`src/rtl/mem_arbiter.sv`:
```
// Round-robin arbiter sharing one memory port between instruction fetch (I) and
// load/store (D): one outstanding transaction, ack timeout with sticky bus error.
module mem_arbiter #(
  parameter int unsigned ADDR_W  = 32,
  parameter int unsigned DATA_W  = 32,
  parameter int unsigned TIMEOUT = 16
) (
  input  logic              clk,
  input  logic              rst,
  input  logic              i_req,
  input  logic [ADDR_W-1:0] i_addr,
  output logic [DATA_W-1:0] i_rdata,
  output logic              i_ack,
  input  logic              d_req,
  input  logic              d_we,
  input  logic [3:0]        d_be,
  input  logic [ADDR_W-1:0] d_addr,
  input  logic [DATA_W-1:0] d_wdata,
  output logic [DATA_W-1:0] d_rdata,
  output logic              d_ack,
  output logic              m_req,
  output logic              m_we,
  output logic [3:0]        m_be,
  output logic [ADDR_W-1:0] m_addr,
  output logic [DATA_W-1:0] m_wdata,
  input  logic [DATA_W-1:0] m_rdata,
  input  logic              m_ack,
  output logic              bus_err
);

  localparam int unsigned      CNT_W    = $clog2(TIMEOUT + 1);
  localparam logic [CNT_W-1:0] CNT_LAST = CNT_W'(TIMEOUT - 1);

  typedef enum logic [1:0] {IDLE, BUSY_I, BUSY_D} state_t;

  state_t              state, state_nx;
  logic                last_d, last_d_nx;
  logic [CNT_W-1:0]    cnt, cnt_nx;
  logic                m_req_nx, m_we_nx, bus_err_nx;
  logic [3:0]          m_be_nx;
  logic [ADDR_W-1:0]   m_addr_nx;
  logic [DATA_W-1:0]   m_wdata_nx;
  logic                grant_d;
  logic                finish;
  logic [DATA_W-1:0]   rdata_c;

  // D wins a tie unless it was the last port served.
  assign grant_d = d_req && (!i_req || !last_d);
  // A real ack on the last allowed cycle wins over the timeout.
  assign finish  = m_ack || (cnt == CNT_LAST);
  assign rdata_c = m_ack ? m_rdata : '0;

  always_comb begin
    state_nx   = state;
    last_d_nx  = last_d;
    cnt_nx     = cnt;
    m_req_nx   = m_req;
    m_we_nx    = m_we;
    m_be_nx    = m_be;
    m_addr_nx  = m_addr;
    m_wdata_nx = m_wdata;
    bus_err_nx = bus_err;
    i_ack      = 1'b0;
    d_ack      = 1'b0;
    i_rdata    = '0;
    d_rdata    = '0;
    case (state)
      IDLE: begin
        if (grant_d) begin
          state_nx   = BUSY_D;
          last_d_nx  = 1'b1;
          cnt_nx     = '0;
          m_req_nx   = 1'b1;
          m_we_nx    = d_we;
          m_be_nx    = d_be;
          m_addr_nx  = d_addr;
          m_wdata_nx = d_wdata;
        end else if (i_req) begin
          state_nx   = BUSY_I;
          last_d_nx  = 1'b0;
          cnt_nx     = '0;
          m_req_nx   = 1'b1;
          m_we_nx    = 1'b0;
          m_be_nx    = 4'b1111;
          m_addr_nx  = i_addr;
          m_wdata_nx = '0;
        end
      end
      BUSY_I, BUSY_D: begin
        if (finish) begin
          // A transaction cut short by reset is never acknowledged.
          i_ack      = (state == BUSY_I) && !rst;
          d_ack      = (state == BUSY_D) && !rst;
          i_rdata    = (state == BUSY_I) ? rdata_c : '0;
          d_rdata    = (state == BUSY_D) ? rdata_c : '0;
          bus_err_nx = bus_err || !m_ack;
          state_nx   = IDLE;
          m_req_nx   = 1'b0;
          cnt_nx     = '0;
        end else begin
          cnt_nx = cnt + CNT_W'(1);
        end
      end
      default: state_nx = IDLE;
    endcase
  end

  always_ff @(posedge clk) begin
    if (rst) begin
      state   <= IDLE;
      last_d  <= 1'b0;
      cnt     <= '0;
      m_req   <= 1'b0;
      m_we    <= 1'b0;
      m_be    <= '0;
      m_addr  <= '0;
      m_wdata <= '0;
      bus_err <= 1'b0;
    end else begin
      state   <= state_nx;
      last_d  <= last_d_nx;
      cnt     <= cnt_nx;
      m_req   <= m_req_nx;
      m_we    <= m_we_nx;
      m_be    <= m_be_nx;
      m_addr  <= m_addr_nx;
      m_wdata <= m_wdata_nx;
      bus_err <= bus_err_nx;
    end
  end

endmodule

```
`config.mk`:
```
export PLATFORM = sky130hd
export DESIGN_NAME = mem_arbiter
export DESIGN_NICKNAME = d
export VERILOG_FILES = /design/src/rtl/mem_arbiter.sv
export SDC_FILE = /design/constraint.sdc
export NUM_CORES = 1
export LEC_CHECK = 0
export ABC_CLOCK_PERIOD_IN_PS = 2800
export CORE_AREA = 2 2 106 108
export DETAILED_ROUTE_END_ITERATION = 12
export DIE_AREA = 0 0 108 110
export PLACE_DENSITY = 0.79
export RECOVER_POWER = 50
export SETUP_SLACK_MARGIN = 0.05
export SLEW_MARGIN = 30
export SYNTH_ARGS = -nofsm -noshare
export SYNTH_HDL_FRONTEND = slang
export SYNTH_SLANG_ARGS = --single-unit
```
`constraint.sdc`:
```
create_clock -name clk -period 2.8 [get_ports clk]
set_input_delay 0.56 -clock clk [delete_from_list [all_inputs] [get_ports clk]]
set_output_delay 0.56 -clock clk [all_outputs]
set_load 0.05 [all_outputs]
```
==> results.md, run 1 <==
* Synth Cell Area at 0.00357 sq mm
* I/O pins at between 200 and 300
* P_int at 0.00222 W
* Number of port buffers at 274
* Die Height at 110 microns
* Worst Setup End Kind: output port
* CP max FO at 33
* Pin count of the biggest net entering global routing at 64
* Pwr/cell area at 485 mW/mm^2
* Clock power frac at approximately a quarter
* Cell total after placement at a little over 800
* Worst slew pin tran at 634 ps
* RSZ-0062 raised after global routing: yes
* Most frequent cells in the layout: clkdlybuf4s50_1 (175), nor2_1 (101), dfxtp_1 (79)
* Sequential Power Share at a little under two fifths
* Status: finished clean
* Mapped Nets at 582
* Final Net Count at about 840
* Lkg Pwr at 2.86 nW
* Worst Hold Class: flop to flop
* Synth top area cells: dfxtp_1 (44%), nor2_1 (11%), mux2i_1 (9.0%), a32oi_1 (8.1%), a21oi_1 (5.5%)
* Row count at 38
* Fillcell total at 811
* Syn_area_per_cell at 8.13 sq um
* Fin util at 68.1%
* Peak supply drop at 0.000355 V
* Footprint of the multi-input gates at 0.00180 sq mm
* YS warnings at 0
* Leading cell type in the layout, fill and taps excluded: clkdlybuf4s50_1
* Post-route cell area at 0.00729 sq mm
* DP Area at 0.00710 sq mm
* CTS Hold Buffers Added at 0
* Biggest area consumer among synthesized cells: dfxtp_1
* Crit path arrival time at 2080 ps
* Clock sinks at 79
* Vias in the first global route at 4343
* Final HPWL DP at 10700 microns
* Post-synth top area share at 44.3%
* DRC at 0
* Layout cells sized above 1 at 14.5%
* Post-Syn Instances at about 440
* Worst hold slack at about 470 ps
* Setup TNS at 0 ps
* Sw Ratio at about 37%
* Max-cap violation count at 0
* Die width at 108 microns
* CTS Buf Count at 9
* Area growth from synthesis to layout at 104%
* Fmax at 379 MHz
* Clk Latency, worst-skew pair at 350 ps
* CP Class: flop to output port
* Post-synth cell types at 33
* First-pass GRT wire length at around 21000 microns
* Root buffer cell: clkbuf_8
* Startpoint Class: flop
* Sequential area share after synthesis at 44.3%
* Slowest CP cell: ha_1
* Core area at 0.0107 sq mm
* Crit path required time at 2240 ps
* Initial DRC count at 234
* Setup bufs post-CTS at 0
* NetSw at 0.00132 W
* H-tree depth at 3
* DR pass1 iterations at 4
* Gpl congestion at 0.830
* Per-cell routed wire length at 16.4 microns
* Non-filler cells, final at between 800 and 900
* Combinational share of power at 39.8%
* Slew margin rel. at between 50% and 60%
* Final Hold Fails at 0
* Clk slew on worst S/H paths at 80 ps
* Via density at 5.05
* Clk buf depth at 2
* Finish-stage setup viols at 0
* Die footprint at approximately 0.012 sq mm
* Post-CTS Resized at 0
* Starting density of the core at 33.4%
* Sequential cell area at about 0.0016 sq mm
* Total Routing Usage GR at 22.5%
* Vias at 4236
* Max Transition Viols Final at 0
* CTS tree: built
* Initial antenna violation count at 1
* Worst path max stage delay at 430 ps
* Routed Antenna Nets at 0
* Yosys reg bits at 79
* Clock Skew at 8.25 ps
* Crit share post-route at 94.3%
* Critical path, cell by cell: inv_1, ha_1, nand2_1, buf_4, nor2_1, buf_12
* Tmin final at 2640 ps
* Total wire length at 13800 microns
* Total grt overflow at 0
-- critical path, delay by kind of cell (launching register included) --
family        cells  cell delay (ps)
buf+inv           3              500
fa+ha+maj         1              430
simple gates      2              430
flops             1              360
-- path summary, 6_finish.rpt --
path,slack (ps),cells past startpoint,end,startpoint
setup / recovery,160,6,i_rdata[7],state[0]
hold / removal,470,2,last_d,last_d
setup reg to reg,550,6,cnt[4],cnt[0]
hold reg to reg,470,2,last_d,last_d
-- logic make-up after synthesis --
kind of cell / count (synthesis) / share of synthesized area, %
buffers and inverters: 48 / 5.64
multiplexers: 32 / 8.97
AO/OA/AOI/OAI: 121 / 21.9
adder cells (fa/ha/maj): 5 / 1.75
AND/OR/NAND/NOR: 154 / 17.5
flip-flops: 79 / 44.3
-- registers in the layout, indices dropped and copies added, names as in the netlist --
name and count:
m_we 1, m_req 1, last_d 1, bus_err 1, state 2, m_wdata 32, m_addr 32, m_be 4
cnt 5
-- synth_stat cells, drive strengths merged --
library cell and n:
a32o 2, or3b 2, mux2i 32, nand2 36
and3 1, ha 5, o21ai 37, a21oi 39
o221ai 1, a32oi 33, a21boi 1, o21a 1
inv 5, a31oi 1, nand4 1, nand3 2
buf 14, nor2 101, or4 1, a211oi 1
or3 1, nor3 4, o221a 4, dfxtp 79
nand2b 1, a211o 1, clkbuf 29, nor3b 4
-- power by group through the flow --
| stage | registers [W] | clock network (W) | logic [W] |
|---|---|---|---|
| global placement | 0.00133 | 0 | 0.00140 |
| detailed placement | 0.00133 | 0 | 0.00143 |
| finish | 0.00130 | 0.000824 | 0.00141 |
| global route | 0.00132 | 0.000895 | 0.00148 |
| floorplan | 0.00173 | 0 | 0.000433 |
| CTS | 0.00131 | 0.000848 | 0.00143 |
-- final cells by class --
class	instances	area share, %
inverters	5	0.258
clock buffers	14	2.51
flip-flops and latches	79	21.7
diodes	1	0.0343
multi-input cells	312	24.7
repair buffers	285	48.2
well taps	140	2.40
clock inverters	2	0.172
-- per-layer routing --
| metal | share of wire (%) | vias up | track usage (%) |
|---|---|---|---|
| li1 | - | 2058 | - |
| met1 | 35 | 1978 | 21.3 |
| met2 | 54 | 178 | 45.0 |
| met3 | 9.3 | 22 | 7.05 |
| met4 | 1.8 | 0 | 8.24 |
| met5 | 0 | - | 0 |
-- stage by stage --
stage,worst slack [ps],power (W)
after floorplan,248,0.00216
after global placement,331,0.00273
after detailed placement,289,0.00276
after CTS,109,0.00359
after global routing,15.2,0.00370
final,160,0.00354
Power figures use the tool's default switching activity.
==> inputs of run 2 (changes only) <==
--- a/config.mk
+++ b/config.mk
@@ -9,6 +9,7 @@
 export CORE_AREA = 2 2 106 108
 export DETAILED_ROUTE_END_ITERATION = 12
 export DIE_AREA = 0 0 108 110
+export MAX_ROUTING_LAYER = met4
 export PLACE_DENSITY = 0.79
 export RECOVER_POWER = 50
 export SETUP_SLACK_MARGIN = 0.05
==> run 2 against run 1 <==
  * Fmax grew 0.15%
  * Critical path type unchanged
  * Die area did not move
  * Sequential power about the same
  * Sequential cell count unchanged
  * Global-route usage grew 0.65 points
  * Critical path depth stayed put
  * Via count hardly changed
  * Sequential share of layout area is the same
==> results.md, run 2 (synthesized netlist as in run 1, its figures left out) <==
* Final HPWL DP at 10700 microns (unchanged)
* Lkg Pwr at 2.86 nW (unchanged)
* Worst Hold Class: flop to flop (unchanged)
* Total wire length at 13700 microns (was 13800 microns)
* Vias at 4235 (was 4236)
* Finish-stage setup viols at 0 (unchanged)
* Layout cells sized above 1 at 14.5% (unchanged)
* Max-cap violation count at 0 (unchanged)
* Clock Skew at 6.12 ps (was 8.25 ps)
* Via density at 5.05 (about the same)
* Fillcell total at 811 (unchanged)
* Final Total Pwr at 0.00354 W (about the same)
* Worst slew pin tran at 632 ps (was 634 ps)
* CP Class: flop to output port (unchanged)
* Initial DRC count at 252 (was 234)
* Final Net Count at 835 (unchanged)
* Die Height at 110 microns (unchanged)
* Total Routing Usage GR at 23.1% (was 22.5%)
* Initial antenna violation count at 1 (unchanged)
* Per-cell routed wire length at 16.4 microns (about the same)
* Sw Ratio at 37.4% (was 37.3%)
* Core area at 0.0107 sq mm (unchanged)
* H-tree depth at 3 (unchanged)
* Clk slew on worst S/H paths at 80 ps (about the same)
* Leading cell type in the layout, fill and taps excluded: clkdlybuf4s50_1 (unchanged)
* Setup TNS at 0 ps (unchanged)
* Vias in the first global route at 4321 (was 4343)
* CP max FO at 33 (unchanged)
* Fmax at 379 MHz (about the same)
* RSZ-0062 raised after global routing: yes (unchanged)
* Top Registers: m_addr x32, m_wdata x32, cnt x5 (unchanged)
* Clk Latency, worst-skew pair at 350 ps (about the same)
* Clock sinks at 79 (unchanged)
* Setup bufs post-CTS at 0 (unchanged)
* First-pass GRT wire length at 21100 microns (about the same)
* Die footprint at 0.0119 sq mm (unchanged)
* GR met3 Demand/Resource at 5.47% (was 7.05%)
* I/O pins at 275 (unchanged)
* Crit path required time at 2240 ps (about the same)
* DRC at 0 (unchanged)
* Sequential cell area at 0.00158 sq mm (unchanged)
* Crit share post-route at 94.2% (was 94.3%)
* Sequential Power Share at 36.8% (was 36.9%)
* Root buffer cell: clkbuf_8 (unchanged)
* Most frequent cells in the layout: clkdlybuf4s50_1 (175), nor2_1 (101), dfxtp_1 (79) (unchanged)
* Startpoint Class: flop (unchanged)
* Total grt overflow at 0 (unchanged)
* Footprint of the multi-input gates at 0.00180 sq mm (unchanged)
* Row count at 38 (unchanged)
* DR pass1 iterations at 4 (unchanged)
* Routed Antenna Nets at 0 (unchanged)
* Area growth from synthesis to layout at 104% (unchanged)
* Slew margin rel. at 57.9% (was 57.7%)
* Clk buf depth at 2 (unchanged)
* CTS Buf Count at 9 (unchanged)
* Combinational share of power at 39.7% (was 39.8%)
* Clock power frac at 23.4% (was 23.3%)
* Die width at 108 microns (unchanged)
* P_int at 0.00222 W (about the same)
* Peak supply drop at 0.000357 V (was 0.000355 V)
* Fin util at 68.1% (unchanged)
* Grt met2 use at 44.7% (was 45.0%)
* Crit path arrival time at 2080 ps (about the same)
* Number of port buffers at 274 (unchanged)
* Tmin final at 2640 ps (about the same)
* Worst Setup End Kind: output port (unchanged)
* Post-CTS Resized at 0 (unchanged)
* Gpl congestion at 0.843 (was 0.830)
* CTS Hold Buffers Added at 0 (unchanged)
* Status: finished clean (unchanged)
* NetSw at 0.00133 W (was 0.00132 W)
* Max Transition Viols Final at 0 (unchanged)
* Final Hold Fails at 0 (unchanged)
* CTS tree: built (unchanged)
* GR peak layer: met2 (unchanged)
* Pwr/cell area at 486 mW/mm^2 (was 485 mW/mm^2)
* Pin count of the biggest net entering global routing at 64 (unchanged)
* GR Util met1 at 22.5% (was 21.3%)
* Starting density of the core at 33.4% (unchanged)
run 2: cell counts in the layout (fill, tap and decap cells not counted):
Identical to the previous run, type by type.
run 2: power by group through the flow:
stage               sequential, W  combinational, W  clock [W]
global placement          0.00133           0.00140          0
finish                    0.00130           0.00141   0.000829
CTS                       0.00131           0.00143   0.000848
global route              0.00132           0.00148   0.000895
floorplan                 0.00173          0.000433          0
detailed placement        0.00133           0.00143          0
run 2: through the flow:
stage	hold slack (ps)	instance area (sq um)	instances	setup WS, ps
6_report	463	7290	838	164
5_1_grt	491	7290	838	14.5
4_1_cts	486	7290	837	109
3_5_place_dp	470	7100	821	289
3_3_place_gp	466	7100	821	331
2_1_floorplan	437	3570	439	248
run 2: routing by layer:
metal  share of wire [%]  vias to the layer above
li1                    -                     2050
met1                  35                     1983
met2                  55                      179
met3                 8.0                       23
met4                 2.0                        0
met5                   0                        -
run 2: final timing paths:
path	startpoint	endpoint	slack, ps	cells after the start
max	state[0]	i_rdata[7]	160	6
min	last_d	last_d	460	2
max reg2reg	cnt[0]	cnt[4]	560	6
min reg2reg	last_d	last_d	460	2
run 2: area by class of cell:
type / count / area share [%]
timing repair buffer: 285 / 48.2
sequential: 79 / 21.7
antenna: 1 / 0.0343
clock inverter: 2 / 0.172
tap: 140 / 2.40
inverter: 5 / 0.258
clock buffer: 14 / 2.51
multi-input combinational: 312 / 24.7
run 2: worst max-delay path: stages, from the launching register on:
cell and delay (ps):
dfxtp_1 360, inv_1 70, ha_1 430, nand2_1 80
buf_4 240, nor2_1 350, buf_12 190
